**src/rtl/ram_bus_arbiter.sv**
```systemverilog
// ram_bus_arbiter: shares one synchronous 1R1W word RAM between two
// picorv32-style native memory masters with round-robin and boot lock.
//
// Ports:
//   clk_i, reset_ni      clock (rising edge), async active-low reset
//   boot_i               1: only master 1 (boot loader) may be granted
//   m0_* / m1_*          native memory ports: valid/addr/wdata/wstrb in,
//                        ready pulse and rdata out
//   ram_addr_o           RAM word address (byte addr bits [AW+1:2])
//   ram_wen_o            RAM byte write enables
//   ram_wdata_o          RAM write data
//   ram_rd_data_i        RAM read data, one cycle after the address
//   oob_o                one-cycle pulse when an out-of-range access ends
module ram_bus_arbiter #(
    parameter  int unsigned RamWords = 256,
    localparam int unsigned AW       = $clog2(RamWords)
) (
    input  logic          clk_i,
    input  logic          reset_ni,
    input  logic          boot_i,

    input  logic          m0_valid_i,
    input  logic [31:0]   m0_addr_i,
    input  logic [31:0]   m0_wdata_i,
    input  logic [3:0]    m0_wstrb_i,
    output logic          m0_ready_o,
    output logic [31:0]   m0_rdata_o,

    input  logic          m1_valid_i,
    input  logic [31:0]   m1_addr_i,
    input  logic [31:0]   m1_wdata_i,
    input  logic [3:0]    m1_wstrb_i,
    output logic          m1_ready_o,
    output logic [31:0]   m1_rdata_o,

    output logic [AW-1:0] ram_addr_o,
    output logic [3:0]    ram_wen_o,
    output logic [31:0]   ram_wdata_o,
    input  logic [31:0]   ram_rd_data_i,

    output logic          oob_o
);

    // Byte window size, widened so 4*RamWords cannot overflow 32 bits.
    localparam logic [33:0] Limit = 34'(RamWords) << 2;

    typedef enum logic {
        IDLE,
        RESP
    } state_t;

    state_t state;
    logic   gnt_q;
    logic   last_q;
    logic   inrange_q;
    logic   ready0_q;
    logic   ready1_q;
    logic   oob_q;

    logic [1:0]  elig;
    logic        req;
    logic        gnt_c;
    logic        sel;
    logic [31:0] sel_addr;
    logic [31:0] sel_wdata;
    logic [3:0]  sel_wstrb;
    logic        sel_inrange;

    // Grant decision. On a tie the master that did not win last time
    // gets the RAM; last_q resets to 1 so master 0 wins the first tie.
    always_comb begin
        elig  = {m1_valid_i, m0_valid_i & ~boot_i};
        gnt_c = 1'b0;
        unique case (elig)
            2'b00:   gnt_c = 1'b0;
            2'b01:   gnt_c = 1'b0;
            2'b10:   gnt_c = 1'b1;
            2'b11:   gnt_c = ~last_q;
            default: gnt_c = 1'b0;
        endcase
    end

    // A grant is only live in IDLE and never while reset is asserted,
    // so no write can reach the RAM once reset goes low.
    assign req = (state == IDLE) & (|elig) & reset_ni;

    // In RESP the registered grant keeps the RAM buses on the same master.
    assign sel = (state == IDLE) ? gnt_c : gnt_q;

    always_comb begin
        sel_addr  = m0_addr_i;
        sel_wdata = m0_wdata_i;
        sel_wstrb = m0_wstrb_i;
        if (sel) begin
            sel_addr  = m1_addr_i;
            sel_wdata = m1_wdata_i;
            sel_wstrb = m1_wstrb_i;
        end
    end

    assign sel_inrange = ({2'b00, sel_addr} < Limit);

    assign ram_addr_o  = sel_addr[AW+1:2];
    assign ram_wdata_o = sel_wdata;
    assign ram_wen_o   = (req && sel_inrange) ? sel_wstrb : 4'b0000;

    always_ff @(posedge clk_i or negedge reset_ni) begin
        if (!reset_ni) begin
            state     <= IDLE;
            gnt_q     <= 1'b0;
            last_q    <= 1'b1;
            inrange_q <= 1'b0;
            ready0_q  <= 1'b0;
            ready1_q  <= 1'b0;
            oob_q     <= 1'b0;
        end else begin
            ready0_q <= 1'b0;
            ready1_q <= 1'b0;
            oob_q    <= 1'b0;
            unique case (state)
                IDLE: begin
                    if (|elig) begin
                        state     <= RESP;
                        gnt_q     <= gnt_c;
                        last_q    <= gnt_c;
                        inrange_q <= sel_inrange;
                        ready0_q  <= ~gnt_c;
                        ready1_q  <= gnt_c;
                        oob_q     <= ~sel_inrange;
                    end
                end
                RESP: begin
                    state <= IDLE;
                end
                default: begin
                    state <= IDLE;
                end
            endcase
        end
    end

    // The RAM answers during RESP; out-of-range accesses return zero.
    assign m0_ready_o = ready0_q;
    assign m1_ready_o = ready1_q;
    assign m0_rdata_o = (ready0_q && inrange_q) ? ram_rd_data_i : 32'h0;
    assign m1_rdata_o = (ready1_q && inrange_q) ? ram_rd_data_i : 32'h0;
    assign oob_o      = oob_q;

endmodule

```
**config.mk**
```make
export PLATFORM = sky130hd
export DESIGN_NAME = ram_bus_arbiter
export DESIGN_NICKNAME = d
export VERILOG_FILES = /design/src/rtl/ram_bus_arbiter.sv
export SDC_FILE = /design/constraint.sdc
export NUM_CORES = 1
export LEC_CHECK = 0
export CAP_MARGIN = 20
export CORE_AREA = 2 2 111 113
export CTS_CLUSTER_SIZE = 40
export DETAILED_ROUTE_END_ITERATION = 7
export DIE_AREA = 0 0 113 115
export GPL_ROUTABILITY_DRIVEN = 0
export SETUP_SLACK_MARGIN = 0.1
export SLEW_MARGIN = 20
export SYNTH_ARGS = -nofsm -noshare
export SYNTH_HDL_FRONTEND = slang
export SYNTH_SLANG_ARGS = --single-unit
```
**constraint.sdc**
```tcl
create_clock -name clk_i -period 2.2 [get_ports clk_i]
set_clock_uncertainty 0.15 [all_clocks]
set_input_delay 0.44 -clock clk_i [delete_from_list [all_inputs] [get_ports clk_i]]
set_output_delay 0.44 -clock clk_i [all_outputs]
set_load 0.01 [all_outputs]
```
==> flow_summary.json <==
{
  "cp_top_family": "buffers and inverters",
  "worstSetupPathType": "flip-flop to primary output",
  "clockBufferDepth": 2,
  "outcome": "complete, but fails checks",
  "grt_pass1_wl_um": 13540,
  "portBuffers": 279,
  "synth_top_family_by_area": "simple AND/OR/NAND/NOR gates",
  "routed_wl_um": 9952,
  "n_antenna_cell": 0,
  "cp-startpoint": "last_q$_DFFE_PN1P_",
  "synth_compound_area_frac": 0.03755,
  "root_buffer": "clkbuf_16",
  "hp-class": "flip-flop to flip-flop",
  "synth_seq_area_share": 0.1231,
  "fmax_ghz": 0.4077,
  "worstSetupEndpointType": "primary output",
  "rsz0062_at_grt": "true",
  "rows": 40,
  "violations": "design-rule violations, negative setup slack",
  "cp.required_ns": 1.61,
  "path_cells": "nand3b_1 > a22oi_2 > buf_4 > buf_12 > buf_12 > buf_6 > nand2_4 > nand2_2 > buf_6",
  "syn_area_per_cell_um2": 5.510,
  "synthMuxAreaShare": 0,
  "drtPass1Iterations": 6,
  "arrival_ns": 1.86,
  "peakVddDrop_v": 0.0001951,
  "slew_viol_final": 0,
  "path_buf_inv": 5,
  "seq_area_um2": 176.4,
  "r2r_start": "last_q$_DFFE_PN1P_",
  "synth-edff-count": 0,
  "p_leak_nw": 2.919,
  "async_reset_ff_frac": 1.000,
  "clk_pin_slew_ns": 0.04,
  "grtUsageTotal": 0.1283,
  "detail-route-antenna-nets": 0,
  "multi_input_comb_area_um2": 1459,
  "post-route-util": 0.4339,
  "grt_pass1_vias": 2804,
  "synth_xor_area_frac": 0,
  "overflow": 0,
  "holdCritStartpoint": "last_q$_DFFE_PN1P_",
  "worst_slew_pin_slew_ns": 0.2650,
  "cts-htree-levels": 1,
  "max_slew_margin": 0.8219,
  "final_common_cell": "clkdlybuf4s50_1",
  "cts.sinks": 7,
  "synth_simple_gate_area_frac": 0.7677,
  "die_w_um": 113,
  "syn-num-nets": 433,
  "drt_iter0_drc": 75,
  "fin_tns_setup_ns": -7.533,
  "finalCriticalPeriod_ns": 2.453,
  "dp_slack_ns": -0.8866,
  "io_pins": 284,
  "die_h_um": 115,
  "startpoint_type": "flip-flop",
  "grt_max_degree": 65,
  "cts_tree": "built",
  "drive_gt1_frac": 0.3163,
  "drc": 16,
  "synth_area_um2": 1433,
  "synth_flop_cell": "dfrtp_1",
  "syn_inst": 260,
  "power.density_nw_per_um2": 389.7,
  "antenna_found_initial": 0,
  "vias": 3048,
  "cts_buffers": 3,
  "timing.final.hold_violations": 0,
  "clk_latency_ns": 0.23,
  "viasPerCell": 4.257,
  "yosys_warnings": 0,
  "syn2layout_area_growth_pct": 257.7,
  "maxCapViolations": 0,
  "crit_fanout": 7,
  "dp_hpwl_um": 7824,
  "setup_slack_ns": -0.2527,
  "post-route-period-util": 1.115,
  "n_fill_cell": 1160,
  "layout.nets": 743,
  "initial_core_util": 0.1213,
  "coreArea_um2": 11810,
  "post_synth_fa_ha_maj_area_fraction": 0,
  "setup_viol": 44,
  "dieArea_um2": 13000,
  "synth-seq-cells": 7,
  "slowest_stage": "dfstp_2",
  "synth_cell_type_count": 25,
  "wl_per_cell_um": 13.90,
  "final_cell_mix": "143 x clkdlybuf4s50_1, 70 x dlygate4sd2_1, 65 x and3_1",
  "slowest_delay_ns": 0.53
}
synth_stat cells, drive strengths merged (3+ instances only):
cell type | number | area share
nand2 | 123 | 0.32
and3 | 65 | 0.28
clkbuf | 14 | 0.037
buf | 9 | 0.030
nand4 | 8 | 0.035
nor4 | 8 | 0.035
dfrtp | 6 | 0.10
a21oi | 5 | 0.017
nand3 | 3 | 0.017
final cells by class:
type	instances	share of cell area
inverters	2	0.001465
clock buffers	4	0.01538
repair buffers	328	0.6282
multi-input cells	228	0.2847
well taps	147	0.03589
flip-flops and latches	7	0.03442
cell families after synthesis:
logic type,after synthesis
buffers and inverters,25
flip-flops,7
AND/OR/NAND/NOR,219
AO/OA/AOI/OAI,9
sequential cells by signal, indices dropped and copies added (netlist names):
name / count
state: 1
oob_o: 1
gnt_q: 1
last_q: 1
inrange_q: 1
m0_ready_o: 1
m1_ready_o: 1
worst paths after layout:
path | end | slack [ns] | cells after the start
max | ram_wdata_o[13] | -0.25 | 9
min | last_q$_DFFE_PN1P_ | 0.33 | 2
max reg2reg | oob_o$_DFF_PN0_ | 0.39 | 7
min reg2reg | last_q$_DFFE_PN1P_ | 0.33 | 2
max in group asynchronous | last_q$_DFFE_PN1P_ | 1.34 | 2
min in group asynchronous | inrange_q$_DFFE_PN0P_ | 0.36 | 2
where the power goes:
part | internal (mW) | leakage (nW) | switching, mW | total (mW)
registers | 0.150 | 0.0845 | 0.0187 | 0.169
logic | 0.875 | 2.80 | 0.639 | 1.51
clock network | 0.241 | 0.0382 | 0.0723 | 0.314
total | 1.27 | 2.92 | 0.730 | 2.00
worst min-delay path, delay by kind of cell, from the launching register on:
family	cells	cell delay, ns
DFF	1	0.37
AOI/OAI and AO/OA	1	0.06
buffers and inverters	1	0.04
routing by layer:
metal,vias to the layer above,share of wire,track usage
met3,18,0.10,0.03637
met5,-,0,0
met2,164,0.53,0.2495
li1,1504,-,-
met4,0,0.025,0.03496
met1,1362,0.34,0.1346
what timing repair did:
action	CTS	global route
hold buffers	0	0
gates cloned	3	2
pin swaps	35	70
gates resized for setup	317	83
buffers inserted	20	4
endpoints found under the setup margin	108	44
through the flow:
stage | cells | power, mW | hold WS (ns) | area [um2]
after floorplan | 260 | 0.5903 | -0.005591 | 1448
after global placement | 684 | 1.462 | 0.3103 | 4606
after detailed placement | 684 | 1.477 | 0.3243 | 4606
after CTS | 711 | 1.861 | 0.3317 | 4767
after global routing | 716 | 2.112 | 0.3597 | 5125
final | 716 | 1.997 | 0.3269 | 5125
(Power assumes the default switching activity.)
